--- config.mk ---
export PLATFORM = sky130hd
export DESIGN_NAME = memory_port_arbiter
export DESIGN_NICKNAME = d
export VERILOG_FILES = /design/src/rtl/memory_port_arbiter.sv
export SDC_FILE = /design/constraint.sdc
export NUM_CORES = 1
export LEC_CHECK = 0
export ABC_CLOCK_PERIOD_IN_PS = 2300
export CAP_MARGIN = 20
export CORE_ASPECT_RATIO = 1.1
export CORE_MARGIN = 2
export CORE_UTILIZATION = 40
export CTS_BUF_LIST = sky130_fd_sc_hd__clkbuf_16
export CTS_CLUSTER_DIAMETER = 200
export DETAILED_ROUTE_END_ITERATION = 6
export PLACE_DENSITY_LB_ADDON = 0.25
export SYNTH_ARGS = -nofsm -noshare
export SYNTH_HDL_FRONTEND = slang
export SYNTH_SLANG_ARGS = --single-unit
--- constraint.sdc ---
create_clock -name clock -period 2.3 [get_ports clock]
set_input_delay 0.575 -clock clock [delete_from_list [all_inputs] [get_ports clock]]
set_output_delay 0.575 -clock clock [all_outputs]
set_load 0.02 [all_outputs]
--- src/rtl/memory_port_arbiter.sv ---
// Round-robin arbiter for memory port B with bounded lock; writes land one edge after accept,
// read data returns registered one edge after the address; losers stall via gnt=0.
module memory_port_arbiter #(
  parameter int ADDR_WIDTH = 10,
  parameter int DATA_WIDTH = 16,
  parameter int LOCK_MAX   = 16
) (
  input  logic                  clock,
  input  logic                  reset_n,
  input  logic                  r0_req,
  input  logic                  r0_we,
  input  logic                  r0_lock,
  input  logic [ADDR_WIDTH-1:0] r0_addr,
  input  logic [DATA_WIDTH-1:0] r0_wdata,
  output logic                  r0_gnt,
  output logic                  r0_rvalid,
  output logic [DATA_WIDTH-1:0] r0_rdata,
  input  logic                  r1_req,
  input  logic                  r1_we,
  input  logic                  r1_lock,
  input  logic [ADDR_WIDTH-1:0] r1_addr,
  input  logic [DATA_WIDTH-1:0] r1_wdata,
  output logic                  r1_gnt,
  output logic                  r1_rvalid,
  output logic [DATA_WIDTH-1:0] r1_rdata,
  output logic                  mem_we,
  output logic [ADDR_WIDTH-1:0] mem_addr,
  output logic [DATA_WIDTH-1:0] mem_wdata,
  input  logic [DATA_WIDTH-1:0] mem_rdata
);

  localparam int CW = $clog2(LOCK_MAX);
  localparam logic [CW-1:0] LIM = CW'(LOCK_MAX - 1);

  typedef enum logic [1:0] {IDLE, OWN0, OWN1} state_t;

  state_t                state;
  logic                  ptr;
  logic [CW-1:0]         cnt;
  logic                  rd_pend;
  logic                  rd_own;

  logic                  own0, own1, acc, win, w_we, w_lock, hold_lock;
  logic [ADDR_WIDTH-1:0] w_addr;
  logic [DATA_WIDTH-1:0] w_wdata;

  assign own0 = (state == OWN0);
  assign own1 = (state == OWN1);

  // ptr names the last winner, so on a tie the other side goes next
  assign r0_gnt = r0_req && !own1 && (own0 || !r1_req || ptr);
  assign r1_gnt = r1_req && !own0 && (own1 || !r0_req || !ptr);

  assign acc       = r0_gnt || r1_gnt;
  assign win       = r1_gnt;
  assign w_we      = win ? r1_we    : r0_we;
  assign w_lock    = win ? r1_lock  : r0_lock;
  assign w_addr    = win ? r1_addr  : r0_addr;
  assign w_wdata   = win ? r1_wdata : r0_wdata;
  assign hold_lock = own1 ? r1_lock : r0_lock;

  always_ff @(posedge clock or negedge reset_n) begin
    if (!reset_n) begin
      state     <= IDLE;
      ptr       <= 1'b1;
      cnt       <= '0;
      rd_pend   <= 1'b0;
      rd_own    <= 1'b0;
      mem_we    <= 1'b0;
      mem_addr  <= '0;
      mem_wdata <= '0;
      r0_rvalid <= 1'b0;
      r1_rvalid <= 1'b0;
      r0_rdata  <= '0;
      r1_rdata  <= '0;
    end else begin
      mem_we  <= acc && w_we;
      rd_pend <= acc && !w_we;
      if (acc) begin
        mem_addr  <= w_addr;
        mem_wdata <= w_wdata;
        ptr       <= win;
        rd_own    <= win;
      end

      // mem_rdata was driven on the falling edge for the address issued last cycle
      r0_rvalid <= rd_pend && !rd_own;
      r1_rvalid <= rd_pend && rd_own;
      if (rd_pend && !rd_own) r0_rdata <= mem_rdata;
      if (rd_pend && rd_own)  r1_rdata <= mem_rdata;

      case (state)
        IDLE: begin
          if (acc && w_lock && (cnt < LIM)) begin
            state <= win ? OWN1 : OWN0;
            cnt   <= cnt + CW'(1);
          end
        end
        default: begin
          if (hold_lock && (cnt < LIM)) begin
            cnt <= cnt + CW'(1);
          end else begin
            state <= IDLE;
            cnt   <= '0;
            ptr   <= own1;
          end
        end
      endcase
    end
  end

endmodule
Yosys cells after proc, flatten, opt, wreduce, memory -nomap -nowiden
Index checks and enable logic that the tools add are counted.
W data, S select, Z words.
{ "word_totals": {"register_bits": 70} }
{ "op_classes": {"n_addsub": 1, "n_lt_le_gt_ge": 1, "eq_ne": 4, "mux": 15, "n_reduce_logical": 25} }
{ "op_table": {"columns": ["op", "count"], "rows": [
  ["$mux W16", 1],
  ["$mux W4", 3],
  ["$logic_and A1 B1 Y1", 11],
  ["$mux W10", 1],
  ["$mux W2", 4],
  ["$logic_not A1 Y1", 7],
  ["$mux W1", 6],
  ["$logic_or A1 B1 Y1", 5],
  ["$add A4 B1 Y4 const B", 1],
  ["$lt A4 B4 Y1 const B", 1],
  ["$eq A2 B1 Y1 const B", 1],
  ["$eq A2 B2 Y1 const B", 1],
  ["$logic_not A2 Y1", 1],
  ["$ne A2 B1 Y1 const B", 1],
  ["$ne A2 B2 Y1 const B", 1],
  ["$reduce_and A2 Y1", 1]
]} }

Longest topological paths before layout
{ "logic_depth": {"ltp_word": 9, "mapped_depth": 7, "depth_no_buf": 6} }

Least setup slack after synthesis
OpenSTA, ideal clock, no wires.
{ "synth_timing": {"path_kind": "input -> output", "start": "input port r0_req", "end": "output port r1_gnt", "arrival_ps": 1322, "setup_slack_ps": 403, "cell_stages": 4, "path_buffers": 1, "cell_sequence": "nand2_1 > maj3_2 > and2_4 > clkbuf_1"} }
{ "synth_via": {"elab_chain_cells": 4} }
{ "synth_rtl": {"columns": ["item", "line_no", "source"], "rows": [
  ["from (decl)", "10", "input logic r0_req,"],
  ["$logic_not A1 Y1", "52", "assign r1_gnt = r1_req && !own0 && (own1 || !r0_req || !ptr);"],
  ["$logic_or A1 B1 Y1 (2 in a row)", "52", null],
  ["$logic_and A1 B1 Y1", "52", null],
  ["to (decl)", "23", "output logic r1_gnt,"]
]} }
Every way passes these cells.

Final worst setup path
{ "layout_timing": {"start": "register state[1]", "end": "output port r0_gnt"} }
{ "layout_via": {"elab_chain_cells": 4} }
{ "layout_rtl": {"columns": ["item", "line_no", "source"], "rows": [
  ["from (decl)", "37", "state_t state;"],
  ["from (signal assigned)", "95", "state <= win ? OWN1 : OWN0;"],
  ["$eq A2 B2 Y1 or $eq A2 B1 Y1 (tied branches)", "48, 47", null],
  ["$logic_not A1 Y1 or $logic_or A1 B1 Y1 (tied branches)", "51", "assign r0_gnt = r0_req && !own1 && (own0 || !r1_req || ptr);"],
  ["$logic_and A1 B1 Y1 or $logic_or A1 B1 Y1 (tied branches)", "51", null],
  ["$logic_and A1 B1 Y1 *", "51", null],
  ["to (decl)", "15", "output logic r0_gnt,"]
]} }
Mark *: on every way between the ends. The rest lies on a longest branch, timed or not.

==> impl_metrics.csv <==
group,metric,value,unit
clock_tree,cts-root-buf,"clkbuf_16",
clock_tree,clkTransAtPathRegs,0.06,ns
run,drv_cap,0,
worst_setup_path,critPathArrivalTime,1.54,ns
place,gp_congestion,0.777,
detailed_routing,wl_per_cell,14.8,µm
cells_and_area,fin_area,4830,µm²
detailed_routing,detail_route.vias_per_cell,4.98,
worst_setup_path,cp-end-kind,"primary output",
grt,grt_pass1_wl,12.0,mm
floorplan,initial_core_util,0.419,
clock_tree,holdBufCountCts,0,
detailed_routing,drc_errors,0,
worst_setup_path,rr_worst_depth,6,
grt,grt_max_degree,52,
power,combPwrFrac,0.415,
floorplan,die_w,86.1,µm
clock_tree,htree_num_levels,3,
grt,antenna_found_initial,0,
worst_setup_path,cp_cell_sequence,"inv_1 > maj3_1 > and2_4 > buf_4",
timing,rsz0062_at_grt,"false",
power,p_leak,0.00204,µW
logic_synthesis,synth_top_area_cell,"dfrtp_1",
cells_and_area,final_nets,491,
worst_setup_path,crit_required,1.73,ns
logic_synthesis,synth_seq_cells,70,
power,power_switching,1950,µW
power,internal-power,4090,µW
timing,relSlewSlack,0.695,
worst_setup_path,crit_buf_inv,2,
cells_and_area,final_common_cell,"clkdlybuf4s50_1",
clock_tree,cts_buffers,9,
floorplan,die_area,8120,µm²
timing,period_share,0.921,
cells_and_area,final_util,0.681,
power,power.density,1250,nW/µm²
timing,hold_viol_final,0,
power,irDropWorstVdd,0.480,mV
place,dp_hpwl,5.35,mm
timing,setup_viol,0,
logic_synthesis,yosysWarnings,0,
floorplan,rows,32,
place,port-buffer-count,138,
detailed_routing,drt-pass1-iter-count,4,
worst_hold_path,hold_class,"in2async",
place,place_area,4490,µm²
clock_tree,clock_path_buffers,2,
worst_setup_path,crit_family,"flip-flops",
cells_and_area,final_cell_mix,"133 x clkdlybuf4s50_1, 69 x dfrtp_1, 33 x mux2_2, 30 x nor2_1, 29 x nand2_1",
floorplan,coreArea,7090,µm²
worst_setup_path,crit_type,"reg2out",
worst_setup_path,critical_path.max_stage_delay,0.44,ns
logic_synthesis,netlist_top_cells_area,"dfrtp_1 58%, mux2_2 13%, a21oi_1 4.6%, nor2_1 3.8%, nand2_1 3.7%",
detailed_routing,wirelength,7.48,mm
worst_setup_path,slowest_stage,"dfrtp_1",
power,p_seq_frac,0.330,
timing,finalSetupTns,0,ns
grt,track_usage,0.188,
timing,slew_violations,0,
logic_synthesis,synth_seq_area_share,0.591,
timing,worst_hold_slack,0.196,ns
power,switching_share,0.323,
timing,skew,0.00590,ns
logic_synthesis,synth.avg_cell_area,11.1,µm²
timing,worstMarginPinSlew,0.458,ns
logic_synthesis,syn_area,2970,µm²
logic_synthesis,syn_inst,268,
grt,first_global_vias,2532,
floorplan,io-pin-count,139,
logic_synthesis,synth_top_area_frac,0.582,
timing,min_period,2.12,ns
clock_tree,clock_latency,0.32,ns
logic_synthesis,synth_cell_types,32,
grt,globalRoute.totalOverflow,0,
clock_tree,tritoncts,"yes",
cells_and_area,drive_above_1_share,0.167,
detailed_routing,drtIter0Drc,121,
detailed_routing,routed-via-count,2508,
worst_setup_path,cp-start-kind,"flip-flop",
clock_tree,cts.sinks,70,
worst_setup_path,path_depth,4,
worst_setup_path,path_max_fanout,6,
cells_and_area,n_antenna_cell,0,
logic_synthesis,synth_fp_nets,345,
run_status,status,"finished, final reports clean",
power,clock_power_share,0.255,
cells_and_area,area_growth,62.7,%
detailed_routing,antenna_left,0,
timing,fmax,472,MHz
floorplan,die-height,94.3,µm
## metal layers
layer	up-vias	routed length, µm	global-route usage
li1	1215	-	-
met1	1182	3070	0.227
met2	101	3740	0.326
met3	10	560	0.0457
met4	0	105	0.0688
met5	-	0	0
## synth_stat cells (all sizes together)
master    n
dfstp     1
buf      11
o2bb2ai   2
a21o      1
clkbuf    4
o21a      1
mux2i     3
a21oi    27
mux2     33
nand3     3
and3      2
nand2    29
dfrtp    69
o211ai    2
maj3      2
o31ai     2
nand2b    4
inv       3
nor2     30
nor2b     3
ha        1
a21boi    3
and2      2
o21ai    29
o22ai     1
## worst paths after layout
check | endpoint | slack (ns) | start
setup / recovery | r0_gnt | 0.18 | state[1]
min in group clock | mem_addr[4] | 0.48 | mem_addr[4]
hold reg to reg | mem_addr[4] | 0.48 | mem_addr[4]
max in group asynchronous | ptr | 1.44 | reset_n
hold / removal | r0_rdata[11] | 0.20 | reset_n
setup reg to reg | state[0] | 0.47 | ptr
## power by group through the flow
stage	registers (µW)	clock network (µW)	logic [µW]
finish	1990	1540	2500
detailed placement	2010	0	2520
global route	2060	1620	2670
floorplan	2520	0	736
global placement	1980	0	2490
CTS	2000	1570	2540
## cells by family after synthesis
| logic type | after synthesis | synth area share |
|---|---|---|
| fa+ha+maj | 3 | 0.0114 |
| mux | 36 | 0.135 |
| flops | 70 | 0.591 |
| compound gates | 68 | 0.125 |
| buf+inv | 18 | 0.0333 |
| simple gates | 73 | 0.104 |
## per-stage QoR
stage                     setup slack (ns)  instances  power, µW
after floorplan                      0.403        268       3260
after global placement              -0.421        488       4470
after detailed placement            -0.432        488       4530
after CTS                           0.0138        504       6110
after global routing                0.0880        504       6360
final                                0.183        504       6030
## flip-flops by register name (all words and copies together) (netlist names), 2 cells and up
| signal | count |
|---|---|
| cnt | 4 |
| mem_addr | 10 |
| mem_wdata | 16 |
| r0_rdata | 16 |
| r1_rdata | 16 |
| state | 2 |
## layout make-up
type	instances	area [µm²]
clock buffer	9	225
clock inverter	7	113
fill	547	2260
inverter	3	11.3
multi-input combinational	180	1130
sequential	70	1750
tap	85	106
timing repair buffer	150	1490
## what timing repair did
action	CTS	global route
gates resized for setup	13	1
endpoints found under the setup margin	2	1
buffers inserted	0	0
Note: power is estimated with default switching activity, not from simulation.
